### config.mk
export PLATFORM = sky130hd
export DESIGN_NAME = seq_det_param_flat
export DESIGN_NICKNAME = d
export VERILOG_FILES = /design/src/rtl/seq_det_param_pkg.sv /design/src/rtl/seq_det_param_if.sv /design/src/rtl/seq_det_param_sat_counter.sv /design/src/rtl/seq_det_param.sv /design/src/flat_wrapper.sv
export SDC_FILE = /design/constraint.sdc
export NUM_CORES = 1
export LEC_CHECK = 0
export CAP_MARGIN = 20
export CORE_UTILIZATION = 52
export DETAILED_ROUTE_END_ITERATION = 12
export PLACE_DENSITY = 0.82
export SLEW_MARGIN = 10
export SYNTH_ARGS = -nofsm -noshare
export SYNTH_HDL_FRONTEND = slang
export SYNTH_HIERARCHICAL = 1
export SYNTH_SLANG_ARGS = --single-unit
### constraint.sdc
create_clock -name CLK -period 4.1 [get_ports CLK]
set_input_delay 0.615 -clock CLK [delete_from_list [all_inputs] [get_ports CLK]]
set_output_delay 0.615 -clock CLK [all_outputs]
set_load 0.05 [all_outputs]
### src/rtl/seq_det_param_pkg.sv
// Shared constants for the serial sequence detector family.
// Default pattern geometry and the width helper for the fill counter.
package seq_det_param_pkg;

   localparam int         DEF_LEN     = 5;
   localparam logic [4:0] DEF_PATTERN = 5'b10101;

   function automatic int fill_w(input int len);
      return $clog2(len + 1);
   endfunction

endpackage

### src/rtl/seq_det_param_if.sv
// Bit-stream, pattern-load and status bundle between a serial source and the detector.
interface seq_det_param_if
   import seq_det_param_pkg::*;
#(
   parameter int LEN   = DEF_LEN,
   parameter int CNT_W = 8
);

   logic                     code;
   logic                     code_vld;
   logic                     pat_load;
   logic [LEN-1:0]           pat_in;
   logic                     clr_cnt;
   logic                     detected;
   logic [CNT_W-1:0]         match_cnt;
   logic [fill_w(LEN)-1:0]   fill;

   modport master (
      output code, code_vld, pat_load, pat_in, clr_cnt,
      input  detected, match_cnt, fill
   );

   modport slave (
      input  code, code_vld, pat_load, pat_in, clr_cnt,
      output detected, match_cnt, fill
   );

endinterface

### src/rtl/seq_det_param_sat_counter.sv
// Saturating up-counter with synchronous clear; clear wins over increment.
module sat_counter #(
   parameter int W = 8
) (
   input  logic         CLK,
   input  logic         RST,
   input  logic         clr,
   input  logic         inc,
   output logic [W-1:0] q
);

   localparam logic [W-1:0] MAX = {W{1'b1}};

   always_ff @(posedge CLK) begin
      if (RST || clr) begin
         q <= '0;
      end else if (inc && (q != MAX)) begin
         q <= q + W'(1);
      end
   end

endmodule

### src/rtl/seq_det_param.sv
// Parametrised serial pattern detector with runtime pattern reload,
// valid-qualified input, optional overlapping matches and a saturating match count.
module seq_det_param
   import seq_det_param_pkg::*;
#(
   parameter int             LEN     = DEF_LEN,
   parameter logic [LEN-1:0] PATTERN = LEN'(DEF_PATTERN),
   parameter bit             OVERLAP = 1'b1,
   parameter int             CNT_W   = 8
) (
   input  logic             CLK,
   input  logic             RST,
   seq_det_param_if.slave   bus
);

   localparam int             FW   = fill_w(LEN);
   localparam logic [FW-1:0]  FULL = FW'(LEN);

   logic [LEN-1:0] hist;
   logic [LEN-1:0] pat;
   logic [FW-1:0]  fill_q;
   logic           det_q;

   logic [LEN-1:0] hist_nx;
   logic [FW-1:0]  fill_nx;
   logic           match_now;

   // Match is judged on the post-shift window so the pulse lands one edge after the last bit.
   always_comb begin
      hist_nx   = LEN'({hist, bus.code});
      fill_nx   = (fill_q == FULL) ? fill_q : fill_q + FW'(1);
      match_now = bus.code_vld && !bus.pat_load &&
                  (fill_nx == FULL) && (hist_nx == pat);
   end

   always_ff @(posedge CLK) begin
      if (RST) begin
         hist   <= '0;
         pat    <= PATTERN;
         fill_q <= '0;
         det_q  <= 1'b0;
      end else if (bus.pat_load) begin
         pat    <= bus.pat_in;
         fill_q <= '0;
         det_q  <= 1'b0;
      end else if (bus.code_vld) begin
         hist   <= hist_nx;
         // Non-overlap mode masks the stale window by restarting the fill count.
         fill_q <= (match_now && !OVERLAP) ? '0 : fill_nx;
         det_q  <= match_now;
      end else begin
         det_q  <= 1'b0;
      end
   end

   sat_counter #(.W(CNT_W)) u_cnt (
      .CLK (CLK),
      .RST (RST),
      .clr (bus.clr_cnt),
      .inc (match_now),
      .q   (bus.match_cnt)
   );

   assign bus.detected = det_q;
   assign bus.fill     = fill_q;

endmodule

### src/flat_wrapper.sv
// flat-port wrapper written by rule: the top's interface ports become plain ports
module seq_det_param_flat import seq_det_param_pkg::*;
#(
   parameter int             LEN     = DEF_LEN,
   parameter logic [LEN-1:0] PATTERN = LEN'(DEF_PATTERN),
   parameter bit             OVERLAP = 1'b1,
   parameter int             CNT_W   = 8
)
  (CLK, RST, bus_code, bus_code_vld, bus_pat_load, bus_pat_in, bus_clr_cnt, bus_detected, bus_match_cnt, bus_fill);
  seq_det_param_if #(.LEN(LEN), .CNT_W(CNT_W)) bus_i ();
  input  logic CLK;
  input  logic RST;
  input wire logic [$bits(bus_i.code)-1:0] bus_code;
  input wire logic [$bits(bus_i.code_vld)-1:0] bus_code_vld;
  input wire logic [$bits(bus_i.pat_load)-1:0] bus_pat_load;
  input wire logic [$bits(bus_i.pat_in)-1:0] bus_pat_in;
  input wire logic [$bits(bus_i.clr_cnt)-1:0] bus_clr_cnt;
  output wire logic [$bits(bus_i.detected)-1:0] bus_detected;
  output wire logic [$bits(bus_i.match_cnt)-1:0] bus_match_cnt;
  output wire logic [$bits(bus_i.fill)-1:0] bus_fill;
  assign bus_i.code = bus_code;
  assign bus_i.code_vld = bus_code_vld;
  assign bus_i.pat_load = bus_pat_load;
  assign bus_i.pat_in = bus_pat_in;
  assign bus_i.clr_cnt = bus_clr_cnt;
  assign bus_detected = bus_i.detected;
  assign bus_match_cnt = bus_i.match_cnt;
  assign bus_fill = bus_i.fill;
  seq_det_param #(.LEN(LEN), .PATTERN(PATTERN), .OVERLAP(OVERLAP), .CNT_W(CNT_W)) u_core (.CLK(CLK), .RST(RST), .bus(bus_i));
endmodule
---- Yosys cells after proc, flatten, opt, wreduce, memory -nomap -nowiden ----
Index checks and enable logic that the tools add are counted.
word-level totals
  memories kept ........................... 0
  output and inout port bits .............. 12
  bits of input ports ..................... 11
  bits in latches ......................... 0
  RAM bits ................................ 0
  word-level logic and storage cells ...... 23
  bits in registers ....................... 21
  bits in read-only memories .............. 0
operators by class
  multipliers ............................. 0
  reductions and logical operators ........ 9
  equal/unequal tests ..................... 4
  shifts and indexed selects .............. 0
  mux-type cells .......................... 1
  magnitude comparators ................... 0
  bitwise gates (word level) .............. 2
  add/sub/neg operators ................... 2
  div/mod/pow operators ................... 0
operator list
  kind                                                           count
  8-bit by 1-bit adder with 8-bit output, second input constant  1
  8-bit inequality test, second input constant                   1
  3-bit == test, second input constant                           2
  5-bit == test                                                  1
  1-bit logical AND                                              4
  3-bit by 1-bit adder with 3-bit output, second input constant  1
  3-bit two-way mux                                              1
  3-bit OR reduction                                             1
  1-bit NOT                                                      2
  2-bit AND reduction                                            1
  2-bit OR reduction                                             1
  1-bit zero test                                                1
  1-bit logical OR                                               1

---- Longest topological paths before layout ----
Gate-level depths: netlist of run 1.
  word-level depth ........................ 6
  gate-level depth with buffers ........... 7
  mapped depth without buffers ............ 6

---- Hierarchy ----
The synthesis of run 1 kept the hierarchy.
by module, submodules not included
  module         cells an instance  times used  area each (µm²)  seq. area each (µm²)
  seq_det_param  56                 1           579.3            260.2
  sat_counter    48                 1           421.7            160.2

---- Least setup slack after synthesis of run 1 ----
Ideal clock, no wire load.
  path type ............................... input to register
  start ................................... input port bus_pat_load
  end ..................................... register u_core.u_cnt.q[6]
  arrival ................................. 2,478 ps
  cell stages on the path ................. 7
  buffers on the path ..................... 1
  slack ................................... 1,507 ps
  library setup time ...................... 115 ps
  data required time ...................... 3,985 ps
  cell sequence ........................... nand2b_1 buf_6 or4_4 nor3_1 nand3_1 or4_1 and3_1
between the ends
  cells in the longest elaborated chain, start to end .. 5
ends and longest elaborated chain
  item                             line                             RTL
  start: declaration               flat_wrapper.sv:15               input wire logic [$bits(bus_i.pat_load)-1:0] bus_pat_load;
  1-bit zero test                  seq_det_param.sv:32              match_now = bus.code_vld && !bus.pat_load &&
  1-bit logical AND (2 in series)  seq_det_param.sv:32
  1-bit logical AND                seq_det_param.sv:33              (fill_nx == FULL) && (hist_nx == pat);
  via u_core.match_now             seq_det_param.sv:26              logic match_now;
  1-bit logical AND                seq_det_param_sat_counter.sv:17  end else if (inc && (q != MAX)) begin
  end signal: assignment           seq_det_param_sat_counter.sv:18  q <= q + W'(1);
  end: declaration                 seq_det_param_sat_counter.sv:9   output logic [W-1:0] q
The timed path passes the listed nets, and every way through them passes these cells.
A chain may end at the register's enable or synchronous reset.

---- Worst setup path after layout of run 1 ----
  start ................................... input port bus_pat_load
  end ..................................... register u_core.u_cnt.q[3]
The elaborated chain is that of the path after synthesis.

==> results of run 1 <==
[critical path: cells and delay by family]
kind	cells	cell delay, ns
multiplexers	1	0.20
AO/OA/AOI/OAI	1	0.26
AND/OR/NAND/NOR	4	1.69
buffers and inverters	1	0.62
[final timing paths]
| kind | end | startpoint | slack (ns) |
|---|---|---|---|
| worst max-delay path | u_core/u_cnt/q[3]$_SDFFE_PP0P_ | bus_pat_load | 0.95 |
| worst min-delay path | u_core/u_cnt/q[1]$_SDFFE_PP0P_ | u_core/u_cnt/q[1]$_SDFFE_PP0P_ | 0.50 |
| worst max register to register | u_core/u_cnt/q[3]$_SDFFE_PP0P_ | register | 1.80 |
| worst min register to register | u_core/u_cnt/q[1]$_SDFFE_PP0P_ | u_core/u_cnt/q[1]$_SDFFE_PP0P_ | 0.50 |
[placed cells by master, fill, tap and decap left out, types with 3 or more instances in the layout]
cell type / instances
xnor2_1: 3
a21oi_1: 6
nand2_1: 8
mux2i_1: 10
nor2_1: 8
clkdlybuf4s50_1: 22
clkbuf_4: 3
xor2_1: 3
a211o_1: 3
dfxtp_1: 21
nor2b_1: 3
ha_1: 3
[sequential cells by signal (all words and copies together) (netlist names), named ones only]
signal               count
u_core/u_cnt/q           8
u_core/hist              4
u_core/bus.detected      1
u_core/pat               5
u_core/bus.fill          1
[stage by stage]
step           util [%]  setup slack [ns]  instance area, um2  power (mW)
6_report           71.2             0.952                1260       0.349
5_1_grt            71.2             0.741                1260       0.365
4_1_cts            71.2             0.960                1260       0.355
3_5_place_dp       69.6             0.648                1230       0.256
3_3_place_gp       69.6             0.679                1230       0.254
2_1_floorplan         -              1.51                1000       0.239
[routing by layer]
layer	up-vias	wire, um	share of wire (%)	GRT usage (%)
met2	23	957	51	35.5
met5	-	0	0	0
li1	418	-	-	-
met1	381	834	44	24.0
met4	0	13	0.69	8.82
met3	2	71	3.8	2.78
[cell type report]
class,instances,area share (%)
clock buffer,3,1.79
timing repair buffer,22,17.5
sequential,21,33.5
inverter,2,0.598
clock inverter,1,0.398
tap,25,2.49
multi-input combinational,77,43.7
[power by group through the flow]
stage	clock network (mW)	logic (mW)	registers (mW)
2_1_floorplan	0	0.0195	0.220
3_3_place_gp	0	0.0370	0.217
3_5_place_dp	0	0.0382	0.218
4_1_cts	0.103	0.0384	0.213
5_1_grt	0.110	0.0415	0.214
6_report	0.0976	0.0382	0.213
[logic make-up (layout without fill, tap and decap cells)]
family	count (synthesis)	count (layout)	synth area share, %
simple gates	43	43	25.4
compound gates	15	15	10.5
xor+xnor	6	6	5.25
flops	21	21	42.0
buf+inv	6	28	3.12
mux	10	10	10.0
fa+ha+maj	3	3	3.75
==> results.txt, run 1 <==
outcome - completed
final setup fails - 0
initial core utilization - 56.7%
Crit. End Element - register
Rel. slew slack - 58.7%
maximum vdd ir drop - 0.183 mV
hold buffers post-CTS - 0
Multi-input gate area - 549 um2
Async SR Flop Fraction - 0%
Hold Crit Class - reg -> reg
Clock Skew - 0.00901 ns
Die X - 45.9 um
via count - 824
cts repair resizes - 0
CTS tree - built
Flop pwr share - 61.0%
period utilization - 76.8%
global placement routability congestion - 0.833
Layout area overhead - 25.5%
Post-Syn Instances - 104
Routed WL - 1880 um
CTS clock-pin slew for the worst setup and hold paths - 0.11 ns
cts bufs inserted - 3
clk root buf - clkbuf_4
Hold Vio Cnt, Final - 0
die area - 2100 um2
CP Cell Sequence - clkdlybuf4s50_1 > nand2b_1 > or4_4 > nor3_1 > and4_1 > a21boi_0 > mux2i_1
initial antenna violation count - 0
Post-Layout Cell Count - 151
Global Route Usage Sum - 20.2%
average wire per standard cell - 12.4 um
layout cells sized above 1 - 7.94%
Switching Share - 24.0%
CORE AREA - 1760 um2
Cells on Worst Hold Path - 2
Seq cells post-synth - 21
Die Y - 45.9 um
initial DRC count - 4
Worst path max stage delay - 0.62 ns
Placed Instances - 147
detailed placement HPWL - 1410 um
Post-synth EDFFs - 0
YS warnings - 6
largest net degree at the start of global routing - 19
First-pass DRT Iterations - 4
CTS Sinks - 21
CP Launch Type - primary input
power share of the combinational group - 11.0%
Commonest cells post-synth - dfxtp_1 (21), mux2i_1 (10), nand2_1 (8), nor2_1 (8), a21oi_1 (6)
Max Slew Vio Count - 0
Vias/cell - 5.46
Int Pwr - 265 uW
clock group share of total power - 28.0%
Worst Path Max Fanout - 12
fill count - 158
Synthesized Nets - 118
final worst path period need - 3.15 ns
CTS Buffer Depth - 2
DRC violations left - 0
CTS H-tree depth - 1
top-area cell type share of the netlist area - 42.0%
cell taking the most area after synthesis - dfxtp_1
port bufs - 22
NetSw - 83.8 uW
RSZ-0062 raised after global routing - false
Pleak - 0.488 nW
Mapped Area - 1000 um2
row count - 15
register area - 420 um2
clk_lat worst skew - 0.30 ns
Max Fclk - 0.318 GHz
Worst EP arrival - 3.38 ns
Setup CP Type - in -> reg
Synth area leaders - dfxtp_1 (42%), mux2i_1 (10%), ha_1 (3.8%), a21oi_1 (3.0%), nand2_1 (3.0%)
setup tns final - 0 ns
Worst Reg-to-Reg Cells - 6
Post-CTS Repair Setup Buffers - 0
sequential area share after synthesis - 42.0%
synth unique cells - 36
power density over cell area - 278 nW/um2
most used flip-flop cell after synthesis - dfxtp_1
Syn Area/Cell - 9.62 um2
boundary pin count - 23
total grt overflow - 0
antenna violation net count after detailed routing - 0
Worst EP required - 4.33 ns
most numerous cell in the Yosys netlist - dfxtp_1
minimum hold slack - 0.498 ns
nets@finish - 141
vias in the first global route - 745
diode count - 0
MaxCap Viol Count - 0
global-route wire length before repair - 3080 um
worst slew pin tran - 0.618 ns
slowest library cell on the worst path - clkdlybuf4s50_1
Note: power is estimated with default switching activity, not from simulation.
==> run 2, diff against run 1 <==
--- a/config.mk
+++ b/config.mk
@@ -6,9 +6,9 @@
 export NUM_CORES = 1
 export LEC_CHECK = 0
 export CAP_MARGIN = 20
-export CORE_UTILIZATION = 52
+export CORE_UTILIZATION = 43
 export DETAILED_ROUTE_END_ITERATION = 12
-export PLACE_DENSITY = 0.82
+export PLACE_DENSITY = 0.73
 export SLEW_MARGIN = 10
 export SYNTH_ARGS = -nofsm -noshare
 export SYNTH_HDL_FRONTEND = slang
==> constraint.sdc (replaced) <==
create_clock -name CLK -period 2.6 [get_ports CLK]
set_input_delay 0.39 -clock CLK [delete_from_list [all_inputs] [get_ports CLK]]
set_output_delay 0.39 -clock CLK [all_outputs]
set_load 0.05 [all_outputs]
==> run 2 against run 1 <==
  * Final area rose by 4.5%
  * Worst setup slack got worse by 0.68 ns
  * Utilization fell by 12 points
  * Worst hold slack improved by 0.0057 ns
  * Total power rose by 59%
  * Wire length rose by 3.0%
  * Sequential share of layout area fell by 1.4 points
  * Non-clock buffer count rose by 7
  * Largest cell class unchanged
  * Largest power group unchanged
==> results.txt, run 2 (synthesized netlist as in run 1, its figures left out) <==
Vias/cell - 5.22 (was 5.46)
Max Slew Vio Count - 0 (unchanged)
outcome - completed (unchanged)
diode count - 0 (unchanged)
MaxCap Viol Count - 0 (unchanged)
most common cell after layout, fill and taps aside - clkdlybuf4s50_1 (unchanged)
Top Registers - u_core/u_cnt/q (8), u_core/pat (5), u_core/hist (4) (unchanged)
clk root buf - clkbuf_4 (unchanged)
cts bufs inserted - 3 (unchanged)
average wire per standard cell - 12.0 um (was 12.4 um)
Hold Vio Cnt, Final - 0 (unchanged)
CTS Buffer Depth - 2 (unchanged)
clk_lat worst skew - 0.30 ns (about the same)
hold buffers post-CTS - 0 (unchanged)
total grt overflow - 0 (unchanged)
CORE AREA - 2210 um2 (was 1760 um2)
row count - 17 (was 15)
final setup fails - 0 (unchanged)
detailed placement HPWL - 1470 um (was 1410 um)
CTS Sinks - 21 (unchanged)
nets@finish - 148 (was 141)
Pleak - 0.522 nW (was 0.488 nW)
CTS H-tree depth - 1 (unchanged)
min-delay src - u_core/u_cnt/q[1]$_SDFFE_PP0P_ (unchanged)
Die Y - 50.2 um (was 45.9 um)
die area - 2520 um2 (was 2100 um2)
CP Launch Type - primary input (unchanged)
Worst Path Max Fanout - 5 (was 12)
Max Fclk - 0.430 GHz
number of flip-flops under the largest register name - 8 (unchanged)
Die X - 50.2 um (was 45.9 um)
setup tns final - 0 ns (unchanged)
First-pass DRT Iterations - 4 (unchanged)
Hold Crit Class - reg -> reg (unchanged)
RR Endpoint - u_core/u_cnt/q[6]$_SDFFE_PP0P_ (was u_core/u_cnt/q[3]$_SDFFE_PP0P_)
worst slew pin tran - 0.505 ns (was 0.618 ns)
period utilization - 89.5%
Rel. slew slack - 66.2% (was 58.7%)
Clock Skew - 0.00357 ns (was 0.00901 ns)
initial antenna violation count - 0 (unchanged)
largest net degree at the start of global routing - 13 (was 19)
CTS tree - built (unchanged)
Top reg by flops - u_core/u_cnt/q (unchanged)
r2r setup slk - 0.44 ns (was 1.80 ns)
Crit. End Element - register (unchanged)
Worst Reg-to-Reg Cells - 7 (was 6)
most frequent cells in the layout - clkdlybuf4s50_1 (22), dfxtp_1 (21), mux2i_1 (10) (unchanged)
maximum vdd ir drop - 0.270 mV (was 0.183 mV)
vias in the first global route - 782 (was 745)
global-route wire length before repair - 3200 um (was 3080 um)
boundary pin count - 23 (unchanged)
layout cells sized above 1 - 12.8% (was 7.94%)
final worst path period need - 2.33 ns
Global Route Usage Sum - 16.9% (was 20.2%)
Post-CTS Repair Setup Buffers - 0 (unchanged)
port bufs - 22 (unchanged)
Routed WL - 1930 um (was 1880 um)
initial DRC count - 4 (unchanged)
global placement routability congestion - 0.796 (was 0.833)
initial core utilization - 45.2% (was 56.7%)
Worst EP required - 2.80 ns (was 4.33 ns)
CTS clock-pin slew for the worst setup and hold paths - 0.11 ns (about the same)
antenna violation net count after detailed routing - 0 (unchanged)
via count - 840 (was 824)
Cells on Worst Hold Path - 2 (unchanged)
Worst Hold End - u_core/u_cnt/q[1]$_SDFFE_PP0P_ (unchanged)
Setup CP Type - in -> reg (unchanged)
power density over cell area - 422 nW/um2 (was 278 nW/um2)
DRC violations left - 0 (unchanged)
Post-Layout Cell Count - 161 (was 151)
Layout area overhead - 31.1% (was 25.5%)
Placed Instances - 157 (was 147)
Worst EP arrival - 2.53 ns (was 3.38 ns)
cts repair resizes - 0 (unchanged)
RSZ-0062 raised after global routing - false (unchanged)
-- run 2: critical path: stages --
cell and delay [ns]:
clkdlybuf4s50_1 0.41, nand2b_1 0.16, or4_4 0.54, nor3_1 0.19
buf_4 0.15, nand3_1 0.10, or4_1 0.39, and3_1 0.19
-- run 2: metal layers --
layer | up-vias | global-route usage, % | share of wire, % | wire (um)
met3 | 2 | 3.94 | 4.0 | 77
met5 | - | 0 | 0 | 0
li1 | 430 | - | - | -
met4 | 0 | 8.57 | 0.83 | 16
met1 | 390 | 18.2 | 45 | 875
met2 | 18 | 30.2 | 50 | 964
-- run 2: power breakdown --
group | total, mW | switching, mW | internal [mW]
Clock | 0.154 | 0.0972 | 0.0573
Sequential | 0.335 | 0.00599 | 0.329
Combinational | 0.0636 | 0.0286 | 0.0350
-- run 2: metrics by stage --
| step | power, mW | utilization (%) | hold WS (ns) | cell area [um2] | setup WS [ns] |
|---|---|---|---|---|---|
| 6_report | 0.553 | 59.3 | 0.504 | 1310 | 0.272 |
| 5_1_grt | 0.584 | 59.3 | 0.523 | 1310 | 0.230 |
| 4_1_cts | 0.562 | 59.3 | 0.508 | 1310 | 0.292 |
| 3_5_place_dp | 0.406 | 58.1 | 0.491 | 1280 | -0.0431 |
| 3_3_place_gp | 0.405 | 58.1 | 0.482 | 1280 | -0.0151 |
| 2_1_floorplan | 0.377 | - | 0.468 | 1000 | 0.141 |
-- run 2: how the worst max path moves through the flow --
stage / slack, ns / from / to
global placement: -0.02 / bus_pat_load / u_core/u_cnt/q[6]$_SDFFE_PP0P_
finish: 0.27 / bus_pat_load / u_core/u_cnt/q[6]$_SDFFE_PP0P_
detailed placement: -0.04 / bus_pat_load / u_core/u_cnt/q[6]$_SDFFE_PP0P_
floorplan: 0.14 / register / u_core/u_cnt/q[6]$_SDFFE_PP0P_
global route: 0.23 / bus_code_vld / u_core/u_cnt/q[6]$_SDFFE_PP0P_
CTS: 0.29 / bus_pat_load / u_core/u_cnt/q[6]$_SDFFE_PP0P_
-- run 2: cell type report --
| type | instances | area, um2 |
|---|---|---|
| fillers | 212 | 900 |
| inverters | 2 | 7.51 |
| flip-flops and latches | 21 | 420 |
| well taps | 28 | 35.0 |
| clock inverters | 1 | 5.00 |
| multi-input cells | 77 | 549 |
| clock buffers | 3 | 22.5 |
| repair buffers | 29 | 273 |
==> run 3, diff against run 2 <==
--- a/config.mk
+++ b/config.mk
@@ -9,7 +9,6 @@
 export CORE_UTILIZATION = 43
 export DETAILED_ROUTE_END_ITERATION = 12
 export PLACE_DENSITY = 0.73
-export SLEW_MARGIN = 10
 export SYNTH_ARGS = -nofsm -noshare
 export SYNTH_HDL_FRONTEND = slang
 export SYNTH_HIERARCHICAL = 1
==> results of run 3 <==
Same layout as run 2: the final DEF is identical, and so are final timing and power.
